`src/rtl/sal_cmd_sched.sv`:
```
// DDR2 command scheduler: one grant per cycle across REF > RD/WR > ACT > PRE, inter-bank timing, registered command bus.
// Build option: define SAL_SCHED_RR_EN for per-class round-robin bank selection; otherwise the lowest bank index wins.
module sal_cmd_sched #(
    parameter int NUM_BANKS  = 8,
    parameter int BA_WIDTH   = 3,
    parameter int RA_WIDTH   = 14,
    parameter int CA_WIDTH   = 10,
    parameter int ADDR_WIDTH = 14,
    parameter int TW         = 4
) (
    input  logic                          clk,
    input  logic                          rst_n,
    input  logic [NUM_BANKS-1:0]          act_req_i,
    input  logic [NUM_BANKS-1:0]          rd_req_i,
    input  logic [NUM_BANKS-1:0]          wr_req_i,
    input  logic [NUM_BANKS-1:0]          pre_req_i,
    input  logic [NUM_BANKS-1:0]          ref_req_i,
    input  logic [NUM_BANKS*RA_WIDTH-1:0] ra_i,
    input  logic [NUM_BANKS*CA_WIDTH-1:0] ca_i,
    input  logic [TW-1:0]                 t_rrd_i,
    input  logic [TW-1:0]                 t_ccd_i,
    input  logic [TW-1:0]                 t_wtr_i,
    input  logic [TW-1:0]                 t_rtw_i,
    output logic [NUM_BANKS-1:0]          act_gnt_o,
    output logic [NUM_BANKS-1:0]          rd_gnt_o,
    output logic [NUM_BANKS-1:0]          wr_gnt_o,
    output logic [NUM_BANKS-1:0]          pre_gnt_o,
    output logic [NUM_BANKS-1:0]          ref_gnt_o,
    output logic                          dram_cs_n_o,
    output logic                          dram_ras_n_o,
    output logic                          dram_cas_n_o,
    output logic                          dram_we_n_o,
    output logic [BA_WIDTH-1:0]           dram_ba_o,
    output logic [ADDR_WIDTH-1:0]         dram_addr_o
);

    typedef enum logic [2:0] {
        CLS_NONE,
        CLS_REF,
        CLS_COL,
        CLS_ACT,
        CLS_PRE
    } cls_e;

    cls_e                  cls;
    logic [BA_WIDTH-1:0]   win;
    logic [NUM_BANKS-1:0]  win_onehot;
    logic [NUM_BANKS-1:0]  col_elig;
    logic [NUM_BANKS-1:0]  act_elig;
    logic                  rd_ok;
    logic                  wr_ok;
    logic                  act_ok;
    logic                  rd_fire;
    logic                  wr_fire;
    logic [RA_WIDTH-1:0]   ra_sel;
    logic [CA_WIDTH-1:0]   ca_sel;
    logic [ADDR_WIDTH-1:0] col_addr;
    logic [TW-1:0]         rrd_cnt;
    logic [TW-1:0]         ccd_cnt;
    logic [TW-1:0]         wtr_cnt;
    logic [TW-1:0]         rtw_cnt;
    logic [BA_WIDTH-1:0]   ref_ptr;
    logic [BA_WIDTH-1:0]   col_ptr;
    logic [BA_WIDTH-1:0]   act_ptr;
    logic [BA_WIDTH-1:0]   pre_ptr;

    // First requesting bank at or after ptr, wrapping; ptr of 0 gives plain lowest-index priority.
    function automatic logic [BA_WIDTH-1:0] pick(input logic [NUM_BANKS-1:0] req,
                                                 input logic [BA_WIDTH-1:0]  ptr);
        logic [BA_WIDTH-1:0] sel;
        int                  idx;
        sel = '0;
        for (int i = NUM_BANKS - 1; i >= 0; i--) begin
            idx = (int'(ptr) + i) % NUM_BANKS;
            if (req[idx]) sel = BA_WIDTH'(idx);
        end
        return sel;
    endfunction

    function automatic logic [TW-1:0] load_val(input logic [TW-1:0] t);
        return (t == '0) ? '0 : t - TW'(1);
    endfunction

    function automatic logic [TW-1:0] sat_dec(input logic [TW-1:0] c);
        return (c == '0) ? '0 : c - TW'(1);
    endfunction

    always_comb begin
        // NOTE: every variable gets a default before any branch so no latch is inferred.
        cls      = CLS_NONE;
        win      = '0;
        rd_ok    = (ccd_cnt == '0) && (wtr_cnt == '0);
        wr_ok    = (ccd_cnt == '0) && (rtw_cnt == '0);
        act_ok   = (rrd_cnt == '0);
        col_elig = (rd_req_i & {NUM_BANKS{rd_ok}}) | (wr_req_i & {NUM_BANKS{wr_ok}});
        act_elig = act_req_i & {NUM_BANKS{act_ok}};

        if (!rst_n) begin
            cls = CLS_NONE;
        end else if (|ref_req_i) begin
            cls = CLS_REF;
            win = pick(ref_req_i, ref_ptr);
        end else if (|col_elig) begin
            cls = CLS_COL;
            win = pick(col_elig, col_ptr);
        end else if (|act_elig) begin
            cls = CLS_ACT;
            win = pick(act_elig, act_ptr);
        end else if (|pre_req_i) begin
            cls = CLS_PRE;
            win = pick(pre_req_i, pre_ptr);
        end

        win_onehot = {{(NUM_BANKS-1){1'b0}}, 1'b1} << win;
        ref_gnt_o  = (cls == CLS_REF) ? win_onehot : '0;
        act_gnt_o  = (cls == CLS_ACT) ? win_onehot : '0;
        pre_gnt_o  = (cls == CLS_PRE) ? win_onehot : '0;
        rd_gnt_o   = (cls == CLS_COL) ? (win_onehot & rd_req_i & {NUM_BANKS{rd_ok}}) : '0;
        // A misbehaving bank raising both RD and WR still yields a single grant.
        wr_gnt_o   = (cls == CLS_COL) ? (win_onehot & wr_req_i & {NUM_BANKS{wr_ok}} & ~rd_gnt_o) : '0;
        rd_fire    = |rd_gnt_o;
        wr_fire    = |wr_gnt_o;

        ra_sel          = ra_i[win*RA_WIDTH +: RA_WIDTH];
        ca_sel          = ca_i[win*CA_WIDTH +: CA_WIDTH];
        col_addr        = ADDR_WIDTH'(ca_sel);
        col_addr[10]    = 1'b0;
    end

    // NOTE: sequential state uses non-blocking assignments only.
    always_ff @(posedge clk) begin
        if (!rst_n) begin
            rrd_cnt <= '0;
            ccd_cnt <= '0;
            wtr_cnt <= '0;
            rtw_cnt <= '0;
        end else begin
            rrd_cnt <= (cls == CLS_ACT)    ? load_val(t_rrd_i) : sat_dec(rrd_cnt);
            ccd_cnt <= (rd_fire | wr_fire) ? load_val(t_ccd_i) : sat_dec(ccd_cnt);
            wtr_cnt <= wr_fire             ? load_val(t_wtr_i) : sat_dec(wtr_cnt);
            rtw_cnt <= rd_fire             ? load_val(t_rtw_i) : sat_dec(rtw_cnt);
        end
    end

`ifdef SAL_SCHED_RR_EN
    logic [BA_WIDTH-1:0] win_next;
    assign win_next = (win == BA_WIDTH'(NUM_BANKS - 1)) ? '0 : win + BA_WIDTH'(1);

    always_ff @(posedge clk) begin
        if (!rst_n) begin
            ref_ptr <= '0;
            col_ptr <= '0;
            act_ptr <= '0;
            pre_ptr <= '0;
        end else begin
            case (cls)
                CLS_REF: ref_ptr <= win_next;
                CLS_COL: col_ptr <= win_next;
                CLS_ACT: act_ptr <= win_next;
                CLS_PRE: pre_ptr <= win_next;
                default: ;
            endcase
        end
    end
`else
    assign ref_ptr = '0;
    assign col_ptr = '0;
    assign act_ptr = '0;
    assign pre_ptr = '0;
`endif

    always_ff @(posedge clk) begin
        if (!rst_n) begin
            {dram_cs_n_o, dram_ras_n_o, dram_cas_n_o, dram_we_n_o} <= 4'b1111;
            dram_ba_o   <= '0;
            dram_addr_o <= '0;
        end else begin
            if (cls != CLS_NONE) dram_ba_o <= win;
            case (cls)
                CLS_REF: begin
                    {dram_cs_n_o, dram_ras_n_o, dram_cas_n_o, dram_we_n_o} <= 4'b0001;
                    dram_addr_o <= '0;
                end
                CLS_COL: begin
                    {dram_cs_n_o, dram_ras_n_o, dram_cas_n_o, dram_we_n_o} <= {3'b010, ~wr_fire};
                    dram_addr_o <= col_addr;
                end
                CLS_ACT: begin
                    {dram_cs_n_o, dram_ras_n_o, dram_cas_n_o, dram_we_n_o} <= 4'b0011;
                    dram_addr_o <= ADDR_WIDTH'(ra_sel);
                end
                CLS_PRE: begin
                    {dram_cs_n_o, dram_ras_n_o, dram_cas_n_o, dram_we_n_o} <= 4'b0010;
                    dram_addr_o <= '0;
                end
                default: {dram_cs_n_o, dram_ras_n_o, dram_cas_n_o, dram_we_n_o} <= 4'b1111;
            endcase
        end
    end

endmodule

```
`config.mk`:
```
export PLATFORM = sky130hd
export DESIGN_NAME = sal_cmd_sched
export DESIGN_NICKNAME = d
export VERILOG_FILES = /design/src/rtl/sal_cmd_sched.sv
export SDC_FILE = /design/constraint.sdc
export NUM_CORES = 1
export LEC_CHECK = 0
export BUFFER_PORTS_ARGS = -buffer_cell sky130_fd_sc_hd__buf_2
export CAP_MARGIN = 10
export CORE_AREA = 2 2 121 123
export CTS_BUF_LIST = sky130_fd_sc_hd__clkbuf_4 sky130_fd_sc_hd__clkbuf_8
export DETAILED_ROUTE_END_ITERATION = 8
export DIE_AREA = 0 0 123 125
export HOLD_SLACK_MARGIN = 0.06
export PLACE_DENSITY = 0.65
export SKIP_LAST_GASP = 1
export SLEW_MARGIN = 20
export SYNTH_ARGS = -nofsm -noshare
export SYNTH_HDL_FRONTEND = slang
export SYNTH_SLANG_ARGS = --single-unit
export TNS_END_PERCENT = 20
```
`constraint.sdc`:
```
create_clock -name clk -period 4.3 [get_ports clk]
set_input_delay 0.215 -clock clk [delete_from_list [all_inputs] [get_ports clk]]
set_output_delay 0.215 -clock clk [all_outputs]
set_load 0.01 [all_outputs]
```
# Yosys cells after proc, flatten, opt, wreduce, memory -nomap -nowiden
# Index checks and enable logic that the tools add are counted.
word_totals:
  ff_bits: 37
  latchBits: 0
  mem_bits_rw: 0
  romBits: 0
  output_inout_bits: 61
  elab_cells: 125
  mem_count: 0
op_classes:
  add_sub_neg: 8
  n_mul: 2
  div: 0
  order_cmp: 0
  eq_ne: 4
  shifts: 3
  mux: 64
  bitwise_logic: 12
  n_reduce_logical: 22
op_table:
  columns: ["op", "n"]
  rows:
  - ["$mux W3", 42]
  - ["$shiftx A112 B8 Y14", 1]
  - ["$shiftx A80 B8 Y10", 1]
  - ["$and A8 B8 Y8", 8]
  - ["$mux W4", 12]
  - ["$reduce_or A8 Y1", 6]
  - ["$pmux W14 S3", 1]
  - ["$mux W8", 5]
  - ["$logic_not A4 Y1", 8]
  - ["$sub A4 B1 Y4 const B", 8]
  - ["$mul A3 B3 Y6 const B", 2]
  - ["$not A8 Y8", 1]
  - ["$or A8 B8 Y8", 1]
  - ["$shl A1 B3 Y8 const A", 1]
  - ["$eq A3 B2 Y1 const B", 2]
  - ["$reduce_bool A3 Y1", 2]
  - ["$reduce_or A2 Y1", 2]
  - ["$reduce_or A4 Y1", 1]
  - ["$eq A3 B1 Y1 const B", 1]
  - ["$eq A3 B3 Y1 const B", 1]
  - ["$mux W1", 3]
  - ["$reduce_or A3 Y1", 1]
  - ["$logic_and A1 B1 Y1", 2]
  - ["$pmux W1 S2", 1]
  - ["other kinds (2)", 2]

# Depth between registers and ports, before layout
depth:
  ltp_word: 25
  ltp_mapped: 13
  ltp_nobuf: 9

# Worst setup path before layout
# No wires, ideal clock.
synth_path:
  path_type: "reg-to-output"
  start: "register rtw_cnt[0]"
  end: "output wr_gnt_o[7]"
  arrival_time_ns: 2.838
  required_time_ns: 4.085
  slack_ns: 1.247
  path_stages_with_launch: 11
  cell_sequence: "dfxtp_1 -> or4_1 -> buf_2 -> o22ai_2 -> o31a_2 -> a2111oi_2 -> a211oi_4 -> buf_6 -> buf_6 -> nand2_1 -> a2111oi_1"
synth_between:
  elab_chain_len: 22
  elab_cells_between_ends: 29
  classes_between: "eq/ne: 1; shift: 1; mux: 16; bitwise: 8; reduce/logical: 3"
synth_lines:
  columns: ["item", "line", "rtl"]
  rows:
  - ["start: declaration", "61", "logic [TW-1:0] rtw_cnt;"]
  - ["start signal: assignment", "141", "rtw_cnt <= rd_fire ? load_val(t_rtw_i) : sat_dec(rtw_cnt);"]
  - ["$logic_not A4 Y1 *", "93", "wr_ok = (ccd_cnt == '0) && (rtw_cnt == '0);"]
  - ["$logic_and A1 B1 Y1 *", "93", null]
  - ["$and A8 B8 Y8", "95", "col_elig = (rd_req_i & {NUM_BANKS{rd_ok}}) | (wr_req_i & {NUM_BANKS{wr_ok}});"]
  - ["$or A8 B8 Y8", "95", null]
  - ["$mux W3 (8 in a row)", "75", "if (req[idx]) sel = BA_WIDTH'(idx);"]
  - ["$mux W3", "103", "end else if (|col_elig) begin"]
  - ["$mux W3", "100", "end else if (|ref_req_i) begin"]
  - ["$mux W3", "98", "if (!rst_n) begin"]
  - ["$shl A1 B3 Y8", "114", "win_onehot = {{(NUM_BANKS-1){1'b0}}, 1'b1} << win;"]
  - ["$and A8 B8 Y8 (2 in a row)", "118", "rd_gnt_o = (cls == CLS_COL) ? (win_onehot & rd_req_i & {NUM_BANKS{rd_ok}}) : '0;"]
  - ["$mux W8", "118", null]
  - ["$not A8 Y8", "120", "wr_gnt_o = (cls == CLS_COL) ? (win_onehot & wr_req_i & {NUM_BANKS{wr_ok}} & ~rd_gnt_o) : '0;"]
  - ["$and A8 B8 Y8", "120", null]
  - ["$mux W8 *", "120", null]
  - ["end: declaration", "26", "output logic [NUM_BANKS-1:0] wr_gnt_o,"]
# Mark *: on every way between the ends. The rest lies on a longest branch, timed or not.

# Final worst setup path
layout_path:
  start: "register rtw_cnt[0]"
  end: "output wr_gnt_o[6]"
# Same word-level chain as after synthesis.

==> out/metrics.cfg <==
[outcome]
status = finished clean

[flow_run]
maxCapViolations = 0

[timing]
finalCritPeriodShare = 0.874
worst_slew_pin_slew_ps = 848
rsz0062_at_grt = no
drv_slew = 0
max_freq_ghz = 0.266
period_minus_slack_ps = 3760
skew_ps = 11.3
max_slew_margin = 0.432
hold_violations = 0
fin_tns_setup_ps = 0
final-setup-viol-count = 0

[floorplan]
fp-row-count = 44
start_util = 0.327
die-area_sq_um = 15400
fp.coreArea_sq_um = 14200
die_y_um = 125
ios = 311
die_x_um = 123

[cts]
cts_tree = done
cts_made_buffers = 5
post_cts_resized = 0
htree_levels = 2
clkSlewWorstSetupHoldPaths_ps = 90
cts.sinks = 37
clk_latency_ps = 300
cts_setup_buffers = 0
clock_path_buffers = 2
hold_buffers = 0
cts_root_buffer = clkbuf_8

[synthesis]
ys_types = 73
syn_area_per_cell_sq_um = 7.30
synth_area_sq_um = 4650
synth_edf_count = 0
ys_async_sr_fraction = 0
yosysWarnings = 0
ys.flop_type = dfxtp_1
syn-num-nets = 887
seq_area_frac_synth = 0.159
ys_seq_elements = 37
synthCells = 637

[place]
io_buffers = 310
routabilityCongestion = 0.913
hpwl_um = 16500
placedInstanceArea_sq_um = 6330

[global_routing]
grt_pass1_vias = 5657
overflow = 0
grt_max_degree = 72
antenna_found_initial = 0
grtUsageTotal = 0.252
grt_pass1_wl_um = 30400

[critical_path]
crit_chain = or4_1 > o22ai_1 > a221o_1 > nand4_1 > buf_4 > nor4_1 > buf_2
crit_path_start_kind = flop
end_kind = primary output
slowest_stage = or4_1
cp.arrival_ps = 3540
slowest_delay_ps = 720
cp_top_family = simple AND/OR/NAND/NOR gates
cp.required_ps = 4090
worst-setup-path-type = reg -> out
cp_max_fo = 15
path_buf_inv = 2

[finish]
design_area_sq_um = 6450
finish.utilization = 0.454
syn_to_final_growth_pct = 38.8
drive_gt1_frac = 0.386
nFillCells = 1533
num-nets-final = 1180
diodes = 0

[routing]
wl_per_cell_um = 18.2
vias = 6110
ant_nets = 0
drtIter0Drc = 391
dr.pass1.iters = 5
via_per_inst = 5.48
drcViolationCount = 0
drt-total-wl_um = 20300

[min_path]
hold_path_class = in -> reg

[pwr]
powerDensity_nw_per_um2 = 166
p_leak_nw = 3.03
peakVddDrop_mv = 0.117

-- final cells by class --
class / count / area (sq um) / area share
multi-input combinational: 550 / 3630 / 0.563
timing repair buffer: 324 / 1680 / 0.261
sequential: 37 / 741 / 0.115
tap: 184 / 230 / 0.0357
clock buffer: 7 / 90.1 / 0.0140
inverter: 12 / 45.0 / 0.00698
clock inverter: 1 / 30.0 / 0.00465
-- worst reg2reg max path: stages (launching register included) --
cell and delay [ps]:
dfxtp_1 370, or4_1 720, o22ai_1 250, a221o_1 210
nand4_1 560, buf_4 430, and4_1 210, o31ai_2 220
o221ai_2 210, mux2_1 370
-- metrics by stage --
step	setup WS [ps]	hold WS (ps)	power, W	std cells
2_1_floorplan	1250	321	0.000553	637
3_3_place_gp	745	432	0.000741	1107
3_5_place_dp	703	442	0.000742	1107
4_1_cts	540	167	0.00108	1115
5_1_grt	293	178	0.00113	1115
6_report	541	174	0.00107	1115
-- sequential cells by signal (all words and copies together) (netlist names) --
register      count
dram_addr_o      14
rrd_cnt           4
dram_we_n_o       1
wtr_cnt           4
dram_ras_n_o      1
ccd_cnt           4
rtw_cnt           4
dram_cas_n_o      1
dram_ba_o         3
dram_cs_n_o       1
-- metal layers --
metal  global-route usage  wire (um)  share of wire  vias up
met2                0.426       9710           0.48      301
met5                    0          0              0        -
met3               0.0438       1730          0.085       20
met1                0.333       8570           0.42     2816
li1                     -          -              -     2973
met4               0.0521        328          0.016        0
-- Yosys cell counts, drive strengths merged, types with 2 or more instances --
cell     instances  area share
o31ai            7       0.012
dfxtp           37        0.16
o22ai            8       0.013
or4b             3      0.0065
nand2          100       0.081
nor2b            9       0.012
o32ai            4      0.0075
or4              7       0.012
and3            12       0.016
buf             27       0.042
a22oi            3      0.0059
nand2b           2      0.0027
a2111oi          4       0.015
a311oi           7       0.013
mux2             2      0.0048
inv             12      0.0097
and2             7      0.0094
a21oi           31       0.034
a311o            6       0.013
o311ai           3      0.0057
o22a             2      0.0038
a31oi            5      0.0067
o211ai          11       0.018
or3              6      0.0081
nor3            12       0.013
clkbuf          11      0.0089
nor4            11       0.016
o21ai           31       0.034
nand4            7       0.011
nand3b           4      0.0065
and4             4      0.0081
nand3           13       0.014
or2              3      0.0040
o221ai           5       0.011
a221oi           7       0.013
nor2            81       0.066
a21o             2      0.0032
o31a             2      0.0040
mux2i          111        0.24
a211oi           7       0.014
-- cells in the final DEF, fill, tap and decap left out, types with 9 or more instances in the layout --
cell	n
buf_2	310
mux2i_1	111
nand2_1	99
nor2_1	80
dfxtp_1	37
a21oi_1	30
o21ai_0	28
nand3_1	13
nor3_1	12
inv_1	12
and3_1	12
buf_4	12
o211ai_1	11
nor4_1	10
nor2b_1	9
-- final timing paths --
path	start	endpoint	slack [ps]	cells past startpoint
worst max-delay path	rtw_cnt[0]	wr_gnt_o[6]	540	7
worst min-delay path	t_rrd_i[0]	rrd_cnt[0]	170	2
worst max register to register	rtw_cnt[0]	rtw_cnt[2]	630	9
worst min register to register	dram_addr_o[12]	dram_addr_o[12]	460	2
-- cells by family (layout without fill, tap and decap cells) --
family	after synthesis	after routing	synth area share
mux	113	113	0.244
compound gates	153	153	0.244
buf+inv	50	344	0.0606
xor+xnor	1	1	0.00189
flops	37	37	0.159
simple gates	283	283	0.290
-- power breakdown --
part / switching, W / internal (W) / total (W)
Sequential: 0.00000318 / 0.000349 / 0.000352
Combinational: 0.000201 / 0.000182 / 0.000383
Clock: 0.000138 / 0.000196 / 0.000334
Power figures use the tool's default switching activity.
